## src/rtl/array_sort_check_control_if.sv

```systemverilog
// Interface: array_sort_check_control_if
// Bundles the request, datapath status and control/result signals of the
// array sort-check controller.
//   master  : controller side. It reads go, the flags and index, and drives the
//             strobes and the result signals.
//   slave   : datapath/requester side, with the directions reversed.
// Signals:
//   go                 start request (level)
//   inversion_found    datapath: A[index] > A[index+1]
//   end_of_array       datapath: index is the last compare position
//   zero_length_array  datapath: length == 0
//   index              datapath index register value
//   load_input         latch array base and length
//   load_index         write the index register
//   select_index       index mux: 0 = load 0, 1 = load index+1
//   busy / done / sorted, fail_index, check_cycles  run status and results
interface array_sort_check_control_if #(
    parameter int IDX_WIDTH = 5,
    parameter int CNT_WIDTH = 8
);
    logic                 go;
    logic                 inversion_found;
    logic                 end_of_array;
    logic                 zero_length_array;
    logic [IDX_WIDTH-1:0] index;
    logic                 load_input;
    logic                 load_index;
    logic                 select_index;
    logic                 busy;
    logic                 done;
    logic                 sorted;
    logic [IDX_WIDTH-1:0] fail_index;
    logic [CNT_WIDTH-1:0] check_cycles;

    modport master (
        input  go, inversion_found, end_of_array, zero_length_array, index,
        output load_input, load_index, select_index,
        output busy, done, sorted, fail_index, check_cycles
    );

    modport slave (
        output go, inversion_found, end_of_array, zero_length_array, index,
        input  load_input, load_index, select_index,
        input  busy, done, sorted, fail_index, check_cycles
    );
endinterface

```

## src/rtl/array_sort_check_control.sv

```systemverilog
// Module: array_sort_check_control
// Control FSM for the array sort-check datapath. It turns a level go request
// into the load_input/load_index/select_index strobes, walks the datapath index
// until a terminating flag appears, and reports done/sorted, the index of the
// first inversion and the number of cycles spent checking.
// Ports:
//   clock  system clock, rising edge
//   reset  asynchronous, active-low reset
//   bus    array_sort_check_control_if.master (request, flags, strobes, results)
module array_sort_check_control #(
    parameter int IDX_WIDTH = 5,
    parameter int CNT_WIDTH = 8
) (
    input  logic                          clock,
    input  logic                          reset,
    array_sort_check_control_if.master    bus
);

    typedef enum logic [2:0] {
        IDLE,
        LOAD,
        CHECK,
        SORTED,
        UNSORTED
    } state_t;

    state_t               state;
    logic [IDX_WIDTH-1:0] fail_index;
    logic [CNT_WIDTH-1:0] check_cycles;
    logic                 terminate;

    // Any of the three flags ends the run; used to freeze the index on the
    // final compare.
    assign terminate = bus.zero_length_array | bus.inversion_found | bus.end_of_array;

    // NOTE: sequential state uses non-blocking assignments so every register
    // samples the pre-edge values, independent of statement order.
    always_ff @(posedge clock or negedge reset) begin
        if (!reset) begin
            state        <= IDLE;
            fail_index   <= '0;
            check_cycles <= '0;
        end else begin
            case (state)
                IDLE, SORTED, UNSORTED: begin
                    if (bus.go) state <= LOAD;
                end
                LOAD: begin
                    // Inputs keep reloading while go is held; the run starts
                    // on the falling edge of go with fresh results.
                    if (!bus.go) begin
                        state        <= CHECK;
                        fail_index   <= '0;
                        check_cycles <= '0;
                    end
                end
                CHECK: begin
                    // Counts every CHECK edge including the terminating one,
                    // saturating instead of wrapping.
                    if (check_cycles != '1) check_cycles <= check_cycles + 1'b1;
                    // Zero length wins over a spurious inversion; an inversion
                    // wins over end_of_array on the same compare.
                    if (bus.zero_length_array) begin
                        state <= SORTED;
                    end else if (bus.inversion_found) begin
                        state      <= UNSORTED;
                        fail_index <= bus.index;
                    end else if (bus.end_of_array) begin
                        state <= SORTED;
                    end
                end
                default: state <= IDLE;
            endcase
        end
    end

    // Strobes are combinational from state and inputs. They are also gated by
    // reset so that nothing reaches the datapath while reset is held, even
    // though go can be high in IDLE.
    always_comb begin
        // NOTE: every output gets a default first so no path leaves it
        // unassigned, which would infer a latch.
        bus.load_input   = 1'b0;
        bus.load_index   = 1'b0;
        bus.select_index = 1'b0;
        if (reset) begin
            case (state)
                LOAD: begin
                    bus.load_input = 1'b1;
                    bus.load_index = 1'b1;
                end
                CHECK: begin
                    bus.select_index = 1'b1;
                    bus.load_index   = !terminate;
                end
                default: begin
                    bus.load_input = bus.go;
                    bus.load_index = bus.go;
                end
            endcase
        end
    end

    // Status outputs are pure decodes of the state register.
    assign bus.busy         = (state == LOAD) || (state == CHECK);
    assign bus.done         = (state == SORTED) || (state == UNSORTED);
    assign bus.sorted       = (state == SORTED);
    assign bus.fail_index   = fail_index;
    assign bus.check_cycles = check_cycles;

endmodule
```

## src/flat_wrapper.sv

```systemverilog
// flat-port wrapper written by rule: the top's interface ports become plain ports
module array_sort_check_control_flat 
#(
    parameter int IDX_WIDTH = 5,
    parameter int CNT_WIDTH = 8
)
  (clock, reset, bus_go, bus_inversion_found, bus_end_of_array, bus_zero_length_array, bus_index, bus_load_input, bus_load_index, bus_select_index, bus_busy, bus_done, bus_sorted, bus_fail_index, bus_check_cycles);
  array_sort_check_control_if #(.IDX_WIDTH(IDX_WIDTH), .CNT_WIDTH(CNT_WIDTH)) bus_i ();
  input  logic clock;
  input  logic reset;
  input wire logic [$bits(bus_i.go)-1:0] bus_go;
  input wire logic [$bits(bus_i.inversion_found)-1:0] bus_inversion_found;
  input wire logic [$bits(bus_i.end_of_array)-1:0] bus_end_of_array;
  input wire logic [$bits(bus_i.zero_length_array)-1:0] bus_zero_length_array;
  input wire logic [$bits(bus_i.index)-1:0] bus_index;
  output wire logic [$bits(bus_i.load_input)-1:0] bus_load_input;
  output wire logic [$bits(bus_i.load_index)-1:0] bus_load_index;
  output wire logic [$bits(bus_i.select_index)-1:0] bus_select_index;
  output wire logic [$bits(bus_i.busy)-1:0] bus_busy;
  output wire logic [$bits(bus_i.done)-1:0] bus_done;
  output wire logic [$bits(bus_i.sorted)-1:0] bus_sorted;
  output wire logic [$bits(bus_i.fail_index)-1:0] bus_fail_index;
  output wire logic [$bits(bus_i.check_cycles)-1:0] bus_check_cycles;
  assign bus_i.go = bus_go;
  assign bus_i.inversion_found = bus_inversion_found;
  assign bus_i.end_of_array = bus_end_of_array;
  assign bus_i.zero_length_array = bus_zero_length_array;
  assign bus_i.index = bus_index;
  assign bus_load_input = bus_i.load_input;
  assign bus_load_index = bus_i.load_index;
  assign bus_select_index = bus_i.select_index;
  assign bus_busy = bus_i.busy;
  assign bus_done = bus_i.done;
  assign bus_sorted = bus_i.sorted;
  assign bus_fail_index = bus_i.fail_index;
  assign bus_check_cycles = bus_i.check_cycles;
  array_sort_check_control #(.IDX_WIDTH(IDX_WIDTH), .CNT_WIDTH(CNT_WIDTH)) u_core (.clock(clock), .reset(reset), .bus(bus_i));
endmodule
```

## config.mk

```make
export PLATFORM = sky130hd
export DESIGN_NAME = array_sort_check_control_flat
export DESIGN_NICKNAME = d
export VERILOG_FILES = /design/src/rtl/array_sort_check_control_if.sv /design/src/rtl/array_sort_check_control.sv /design/src/flat_wrapper.sv
export SDC_FILE = /design/constraint.sdc
export NUM_CORES = 1
export LEC_CHECK = 0
export BUFFER_PORTS_ARGS = -buffer_cell sky130_fd_sc_hd__buf_2
export CAP_MARGIN = 20
export CORE_MARGIN = 2
export CORE_UTILIZATION = 39
export DETAILED_ROUTE_END_ITERATION = 10
export GPL_ROUTABILITY_DRIVEN = 0
export PLACE_DENSITY = 0.72
export SYNTH_ARGS = -nofsm -noshare
export SYNTH_HDL_FRONTEND = slang
export SYNTH_SLANG_ARGS = --single-unit
```

## constraint.sdc

```tcl
create_clock -name clock -period 4.2 [get_ports clock]
set_input_delay 0.84 -clock clock [delete_from_list [all_inputs] [get_ports clock]]
set_output_delay 0.84 -clock clock [all_outputs]
set_load 0.05 [all_outputs]
```

### After elaboration in Yosys (flattened, before gate mapping)

Index checks and enable logic that the tools add are counted.

* register bits after elaboration: 16
* latch bits: 0
* memory bits (writable): 0
* ROM bits: 0
* output and inout port bits: 19
* memories: 0

* add/subtract/negate cells: 1
* multipliers: 0
* divide/modulo/power cells: 0
* order comparisons: 0
* eq/ne operators: 11
* shift-type cells: 0
* multiplexer cells: 19
* bitwise operators: 2
* reduce and logical (&&, ||, !) cells: 9

Operator list (count)
* 8-bit 2-to-1 mux: 2
* 8-bit case mux with 2 select lines: 1
* 3-bit 2-to-1 mux: 5
* 5-bit 2-to-1 mux: 3
* 5-bit case mux with 2 select lines: 1
* 3-bit case mux with 3 select lines: 1
* 8-bit by 1-bit adder with 8-bit output (second input constant): 1
* 2-bit != test (second input constant): 4
* 8-bit != test (second input constant): 1
* 3-bit by 2-bit equality test with 1-bit output (second input constant): 2
* 3-bit AND reduction: 2
* 1-bit 2-to-1 mux: 4
* 4-bit != test (second input constant): 1
* 1-bit case mux with 2 select lines: 2
* 4-bit AND reduction: 1
* 3-bit by 1-bit equality test with 1-bit output (second input constant): 1
* 3-bit equality test (second input constant): 1
* 3-bit zero test: 1
* 3-bit OR reduction: 1
* 1-bit logical OR: 2
* 2-bit by 1-bit != test with 1-bit output (second input constant): 1
* 1-bit bitwise OR: 2
* 2-bit nonzero test: 1
* 1-bit zero test: 1

### Logic depth before layout (Yosys ltp)

Gate-level depths: netlist (run 1).

* depth in word-level cells: 5
* depth in mapped cells: 6

### Least setup slack after synthesis (run 1)

OpenSTA, ideal clock, no wires.

* kind: input to output
* from: input bus_zero_length_array
* to: output bus_load_index
* arrival time: 1883 ps
* setup slack: 1477 ps
* stages: 3
* cell sequence: nor3_1 > o31ai_1 > a21oi_1

* cells in the longest elaborated chain, start to end: 5

Ends and longest elaborated chain
* start, declared: line flat_wrapper.sv:14 `input wire logic [$bits(bus_i.zero_length_array)-1:0] bus_zero_length_array;`
* 1-bit bitwise OR (2 in a row): line array_sort_check_control.sv:34 `assign terminate = bus.zero_length_array | bus.inversion_found | bus.end_of_array;`
* 1-bit zero test: line array_sort_check_control.sv:94 `bus.load_index = !terminate;`
* 1-bit case mux with 2 select lines: line array_sort_check_control.sv:87 `case (state)`
* 1-bit 2-to-1 mux: line array_sort_check_control.sv:86 `if (reset) begin`
* end, declared: line flat_wrapper.sv:17 `output wire logic [$bits(bus_i.load_index)-1:0] bus_load_index;`

No other way between the ends.

### Worst setup path in the final report (run 1)

* from: input reset
* to: output bus_load_index

* cells in the longest elaborated chain, start to end: 1

Ends and longest elaborated chain
* start, declared: line flat_wrapper.sv:10 `input logic reset;`
* 1-bit 2-to-1 mux: line array_sort_check_control.sv:86

No other way between the ends.

==> flow_summary_export.csv, run 1 <==
group,metric,value,unit
pwr,switching_power,0.283,mW
route,ant_nets,0,
critical_path,rrSetupSlack,2.05,ns
route,drt_iter0_drc,11,
global_routing,grt_pass1_wl,3.27,mm
timing,setup_tns,0,ns
floorplan,coreArea,2230,µm²
cts,post_cts_resized,0,
global_routing,grt_pass1_vias,727,
yosys,syn_inst,107,
pwr,seq_power_share,36.3,%
route,post_drt_wl_per_cell,12.6,µm
critical_path,crit_slowest_cell,"buf_2",
cts,cts_hold_buf,0,
global_routing,grt_remaining_overflow,0,
global_routing,track_usage,16.0,%
critical_path,required,3.36,ns
critical_path,critPathKind,"in2out",
pwr,clockPowerShare,16.7,%
timing,finalSetupViolations,0,
critical_path,crit_buf_inv,2,
timing,finClkSkew,0.00106,ns
timing,tightest_slew,0.613,ns
critical_path,timing.rr.start,"u_core.state[1]",
floorplan,row_count,17,
cells_and_area,insertedDiodeCount,0,
placed_design,placed_cells,159,
timing,finalCritPeriodShare,61.3,%
critical_path,critical-path-top-delay-family,"buffers and inverters",
job,cap_violations,0,
global_routing,grt_max_degree,20,
cells_and_area,drive_gt1_share,28.1,%
yosys,synth_area,927,µm²
timing,period_needed,2.58,ns
pwr,powerDensity,524,nW/µm²
timing,drv_slew,0,
cts,numCtsBuffers,3,
cts,clk_pin_slew,0.09,ns
floorplan,die-area,2780,µm²
critical_path,cpPeakStageDelay,0.34,ns
cts,htreeDepth,1,
cells_and_area,areaGrowthSynthToFinish,21.3,%
route,routed_via_density,5.34,
status,status,"complete, no violations",
yosys,synth-seq-cells,16,
yosys,synth_cell_types,31,
timing,slew_headroom,59.0,%
critical_path,path_cells,"buf_2 -> o21ai_0 -> a21oi_1 -> buf_2",
min_path,min_path_type,"in2async",
critical_path,path_common_cell,"buf_2",
placed_design,dp_hpwl,1.52,mm
critical_path,cp-start-kind,"input pin",
pwr,power_frac_comb,47.0,%
critical_path,reg2reg_depth,4,
cts,cts_tree,"yes",
pwr,sw_frac_of_total,48.0,%
timing,clock.fmax,388,MHz
critical_path,cp-end-kind,"primary output",
yosys,synthArstFlopShare,100,%
cts,insertion_delay,0.27,ns
yosys,yosys_most_used_dff,"dfrtp_1",
cts,root_buffer,"clkbuf_4",
route,num_vias,870,
route,drc_errors,0,
placed_design,port_buffers,29,
floorplan,die_y,52.8,µm
cts,cts_setup_buffers,0,
floorplan,fp.dieW,52.8,µm
route,drt_wl_total,2.06,mm
cts,clock_sinks,16,
pwr,power.internal,0.307,mW
floorplan,initial_core_util,41.5,%
critical_path,critPathMaxFanout,19,
timing,grt_setup_unrepaired,"false",
timing,final_hold_viol_count,0,
pwr,leakage,0.589,nW
cells_and_area,final_nets,148,
route,dr.pass1.iters,2,
cells_and_area,num-fill-cells,228,
yosys,synth_area_per_cell,8.66,µm²
yosys,syn-num-nets,119,
cells_and_area,fin_cells,163,
pwr,peakVddDrop,0.000330,V
critical_path,cp.arrival,1.74,ns
yosys,synth_edf_count,0,
yosys,yosysSeqAreaShare,43.2,%
yosys,ys_warn_count,0,
global_routing,antenna_found_initial,0,
floorplan,io_pins,30,
cts,clk_path_buf_depth,2,
critical_path,worstReg2RegEnd,"u_core.bus.check_cycles[5]",
## metrics by stage
stage          utilization, %  hold WS (ns)  total power, mW  cell area, µm²  worst slack (ns)
3_5_place_dp             48.7         0.455            0.496            1090              1.59
4_1_cts                  50.4         0.476            0.598            1120              1.58
5_1_grt                  50.4         0.490            0.631            1120              1.49
3_3_place_gp             48.7         0.450            0.489            1090              1.60
2_1_floorplan               -         0.544            0.431             927              1.48
6_report                 50.4         0.476            0.589            1120              1.62
## Yosys cell counts, types with 3 or more instances
| library cell | number | area [µm²] |
|---|---|---|
| and2_1 | 4 | 25.0 |
| a31oi_1 | 4 | 25.0 |
| a21oi_1 | 6 | 30.0 |
| o21ai_0 | 7 | 35.0 |
| nand3_1 | 9 | 45.0 |
| nor2b_1 | 3 | 18.8 |
| dfrtp_1 | 16 | 400 |
| buf_2 | 3 | 15.0 |
| nor2_1 | 10 | 37.5 |
| clkbuf_1 | 3 | 11.3 |
| nand2_1 | 12 | 45.0 |
| o31ai_1 | 4 | 30.0 |
| nor3_1 | 4 | 20.0 |
| inv_1 | 3 | 11.3 |
## how the worst max path moves through the flow
| stage | slack [ns] | end | from | cells past startpoint |
|---|---|---|---|---|
| floorplan | 1.48 | bus_load_index | bus_zero_length_array | 3 |
| global placement | 1.60 | bus_load_index | reset | 4 |
| detailed placement | 1.59 | bus_load_index | reset | 4 |
| CTS | 1.58 | bus_load_index | reset | 4 |
| global route | 1.49 | bus_load_index | reset | 4 |
| finish | 1.62 | bus_load_index | reset | 4 |
## power groups by stage
| stage | Clock [mW] | Sequential, mW | Combinational (mW) |
|---|---|---|---|
| 6_report | 0.0982 | 0.214 | 0.277 |
| 5_1_grt | 0.110 | 0.219 | 0.302 |
| 4_1_cts | 0.104 | 0.214 | 0.280 |
| 3_5_place_dp | 0 | 0.217 | 0.280 |
| 3_3_place_gp | 0 | 0.215 | 0.274 |
| 2_1_floorplan | 0 | 0.273 | 0.158 |
## final cells by class
cell class	count	area, µm²	area share, %
clock buffers	4	36.3	3.23
inverters	3	11.3	1.00
multi-input cells	82	489	43.5
flip-flops and latches	16	400	35.6
well taps	28	35.0	3.11
repair buffers	30	153	13.6
## flip-flops by register name, summed over array words and instances (netlist names)
name and count:
u_core.bus.fail_index 5, u_core.bus.check_cycles 8, u_core.state 3
## metal layers
metal,track usage (%),wire length [µm],vias up
met5,0,0,-
met1,21.4,960,410
met4,6.41,17,0
met2,25.4,987,23
met3,2.57,94,2
li1,-,-,435
## cells in the final DEF, fill, tap and decap left out
cell type,netlist,routed
a211oi_1,1,1
a21o_1,2,2
a21oi_1,6,6
a311oi_1,1,1
a31oi_1,4,4
and2_1,4,4
and3_1,2,2
buf_2,3,29
buf_4,0,1
clkbuf_4,0,3
clkbuf_8,0,1
dfrtp_1,16,16
ha_1,1,1
inv_1,3,3
mux2_1,1,1
mux2i_1,1,1
nand2_1,12,12
nand2b_1,1,1
nand3_1,9,9
nor2_1,10,10
nor2b_1,3,3
nor3_1,4,4
nor3b_1,1,1
nor4_4,1,1
nor4b_2,1,1
o21a_1,1,1
o21ai_0,7,7
o31ai_1,4,4
o32a_1,1,1
or2_2,1,1
or3b_1,1,1
or3b_2,1,1
xnor2_1,1,1
## kinds of logic (layout without fill, tap and decap cells)
| kind of cell | count (synthesis) | after routing | synth area share, % |
|---|---|---|---|
| buffers and inverters | 9 | 37 | 4.05 |
| adders and majority gates | 1 | 1 | 1.35 |
| AOI/OAI and AO/OA | 27 | 27 | 18.2 |
| and+or+nand+nor | 51 | 51 | 30.0 |
| muxes | 2 | 2 | 2.29 |
| DFF | 16 | 16 | 43.2 |
| xor gates and xnor gates | 1 | 1 | 0.945 |
Power figures use the tool's default switching activity.
==> run 2: changes to the inputs <==
Settings changed: ABC_AREA from default to 1, PLACE_DENSITY 0.72 to 0.71.
Clock period 4.2 ns to 2.7 ns, I/O delays scaled along.
==> flow_summary_export.csv, run 2 <==
group,metric,value,unit
timing,grt_setup_unrepaired,"false",
yosys,yosys_most_used_dff,"dfrtp_1",
job,cap_violations,0,
critical_path,path_cells,"inv_2 -> nand3_4 -> inv_1 -> nor3_1 -> buf_2",
cts,clock_sinks,16,
critical_path,cp-end-kind,"primary output",
floorplan,fp.dieW,55.4,µm
timing,finalSetupViolations,0,
route,post_drt_wl_per_cell,11.3,µm
yosys,synthTopCellsByCount,"nand2_1, dfrtp_1, nand3_1, nor2_1, inv_1",
timing,setup_tns,0,ns
pwr,sw_frac_of_total,55.6,%
cts,htreeDepth,1,
cts,clk_path_buf_depth,2,
cells_and_area,top_regs,"u_core.bus.check_cycles: 8 flops, u_core.bus.fail_index: 5 flops, u_core.state: 3 flops",
cts,root_buffer,"clkbuf_4",
critical_path,cp.arrival,1.71,ns
floorplan,die-area,3070,µm²
cells_and_area,insertedDiodeCount,0,
timing,clock.fmax,444,MHz
yosys,synth_area_leaders,"dfrtp_1, nand2_1, nand3_1",
global_routing,grt_pass1_wl,3.82,mm
critical_path,critPathMaxFanout,12,
pwr,leakage,0.740,nW
pwr,clockPowerShare,13.0,%
timing,whs,0.155,ns
cts,cts_tree,"yes",
critical_path,crit_slowest_cell,"dfrtp_1",
cts,post_cts_resized,0,
route,num_vias,964,
yosys,synth_area_per_cell,7.46,µm²
cells_and_area,layout_common_cells,"nand2_1, buf_2, dfrtp_1",
cts,clk_pin_slew,0.09,ns
yosys,syn-num-nets,150,
pwr,power.internal,0.547,mW
yosys,yosys.area.top_type_share,38.9,%
cts,numCtsBuffers,3,
critical_path,cpPeakStageDelay,0.46,ns
cts,cts_setup_buffers,0,
global_routing,grt_remaining_overflow,0,
critical_path,cp-start-kind,"flop",
timing,period_needed,2.25,ns
yosys,synth_cell_types,23,
cts,insertion_delay,0.29,ns
pwr,seq_power_share,26.5,%
yosys,yosysMostFrequentCell,"nand2_1",
critical_path,required,2.16,ns
yosys,yosysTopAreaCell,"dfrtp_1",
placed_design,port_buffers,29,
yosys,synthArstFlopShare,100,%
pwr,powerDensity,1000,nW/µm²
route,ant_nets,0,
route,drc_errors,0,
yosys,synth_area,1030,µm²
cts,cts_hold_buf,0,
global_routing,grt_pass1_vias,865,
yosys,yosysSeqAreaShare,38.9,%
cells_and_area,final_nets,182,
status,status,"complete, no violations",
timing,final_hold_viol_count,0,
pwr,power_frac_comb,60.5,%
global_routing,grt_max_degree,19,
yosys,synth_edf_count,0,
route,routed_via_density,4.84,
route,dr.pass1.iters,4,
floorplan,coreArea,2500,µm²
placed_design,dp_hpwl,1.78,mm
min_path,min_path_type,"in2async",
cells_and_area,largest_reg_flops,8,
yosys,synth-seq-cells,16,
floorplan,initial_core_util,41.2,%
floorplan,row_count,18,
route,drt_iter0_drc,16,
timing,slew_headroom,74.3,%
route,drt_wl_total,2.26,mm
floorplan,io_pins,30,
global_routing,track_usage,15.5,%
cells_and_area,largest-register,"u_core.bus.check_cycles",
yosys,ys_warn_count,0,
pwr,peakVddDrop,0.000606,V
timing,drv_slew,0,
yosys,syn_inst,138,
timing,finClkSkew,0.00219,ns
global_routing,antenna_found_initial,0,
critical_path,critPathKind,"reg2out",
timing,tightest_slew,0.385,ns
pwr,switching_power,0.685,mW
floorplan,die_y,55.4,µm
cells_and_area,drive_gt1_share,30.2,%
cells_and_area,layout_commonest_cell,"nand2_1",
cells_and_area,areaGrowthSynthToFinish,19.4,%
timing,finalCritPeriodShare,83.4,%
-- run 2: cell types whose count changed in the layout (fill, tap and decap cells not counted), moves of 4 or more --
cell     delta
and2_1      -4
o31ai_1     -4
inv_1       +7
nor2_1      +4
a31oi_1     -4
a21oi_1     -6
nand3_1     +5
inv_2       +4
nand2_1    +42
-- run 2: per-stage QoR --
stage / util, % / setup slack (ns) / area [µm²] / total power, mW / std cells
after floorplan: - / 0.150 / 1030 / 0.941 / 138
after global placement: 47.7 / 0.698 / 1190 / 1.06 / 195
after CTS: 49.2 / 0.417 / 1230 / 1.24 / 199
after global routing: 49.2 / 0.306 / 1230 / 1.31 / 199
after detailed placement: 47.7 / 0.673 / 1190 / 1.08 / 195
final: 49.2 / 0.448 / 1230 / 1.23 / 199
-- run 2: per-layer routing --
metal | part of all wire, % | GRT usage [%] | vias to the layer above
met4 | 1.3 | 4.18 | 0
met2 | 48 | 26.7 | 29
li1 | - | - | 495
met5 | 0 | 0 | -
met1 | 45 | 19.6 | 435
met3 | 5.5 | 3.04 | 5
-- run 2: kinds of logic after synthesis --
kind of cell | after synthesis | synth area share (%)
and+or+nand+nor | 95 | 44.8
buffers and inverters | 17 | 7.53
DFF | 16 | 38.9
AOI/OAI and AO/OA | 8 | 6.68
xor gates and xnor gates | 1 | 0.851
adders and majority gates | 1 | 1.21
-- run 2: final cells by class --
cell class	count	area, µm²
clock buffers	4	36.3
inverters	15	58.8
well taps	30	37.5
repair buffers	29	145
flip-flops and latches	16	400
fillers	257	1270
multi-input cells	105	552
-- run 2: path summary, 6_finish.rpt --
| check | startpoint | endpoint | slack [ns] | depth (start not counted) |
|---|---|---|---|---|
| worst max register to register | u_core.state[0] | u_core.state[0] | 1.17 | 7 |
| max in group asynchronous | reset | u_core.bus.check_cycles[7] | 2.27 | 1 |
| worst min register to register | u_core.bus.fail_index[0] | u_core.bus.fail_index[0] | 0.48 | 2 |
| worst max-delay path | u_core.state[0] | bus_load_input | 0.45 | 5 |
| worst min-delay path | reset | u_core.state[2] | 0.15 | 1 |
| min in group clock | bus_index[4] | u_core.bus.fail_index[4] | 0.47 | 3 |
-- run 2: worst max-delay path, delay by kind of cell, from the launching register on --
family,cells,cell delay [ns]
AND/OR/NAND/NOR,2,0.37
flip-flops,1,0.46
buffers and inverters,3,0.59
-- run 2: power by group through the flow --
stage               Combinational (mW)  Sequential [mW]  Clock, mW
floorplan                        0.550            0.391          0
global placement                 0.735            0.326          0
detailed placement               0.745            0.330          0
CTS                              0.751            0.325      0.160
global route                     0.808            0.333      0.173
finish                           0.744            0.326      0.160
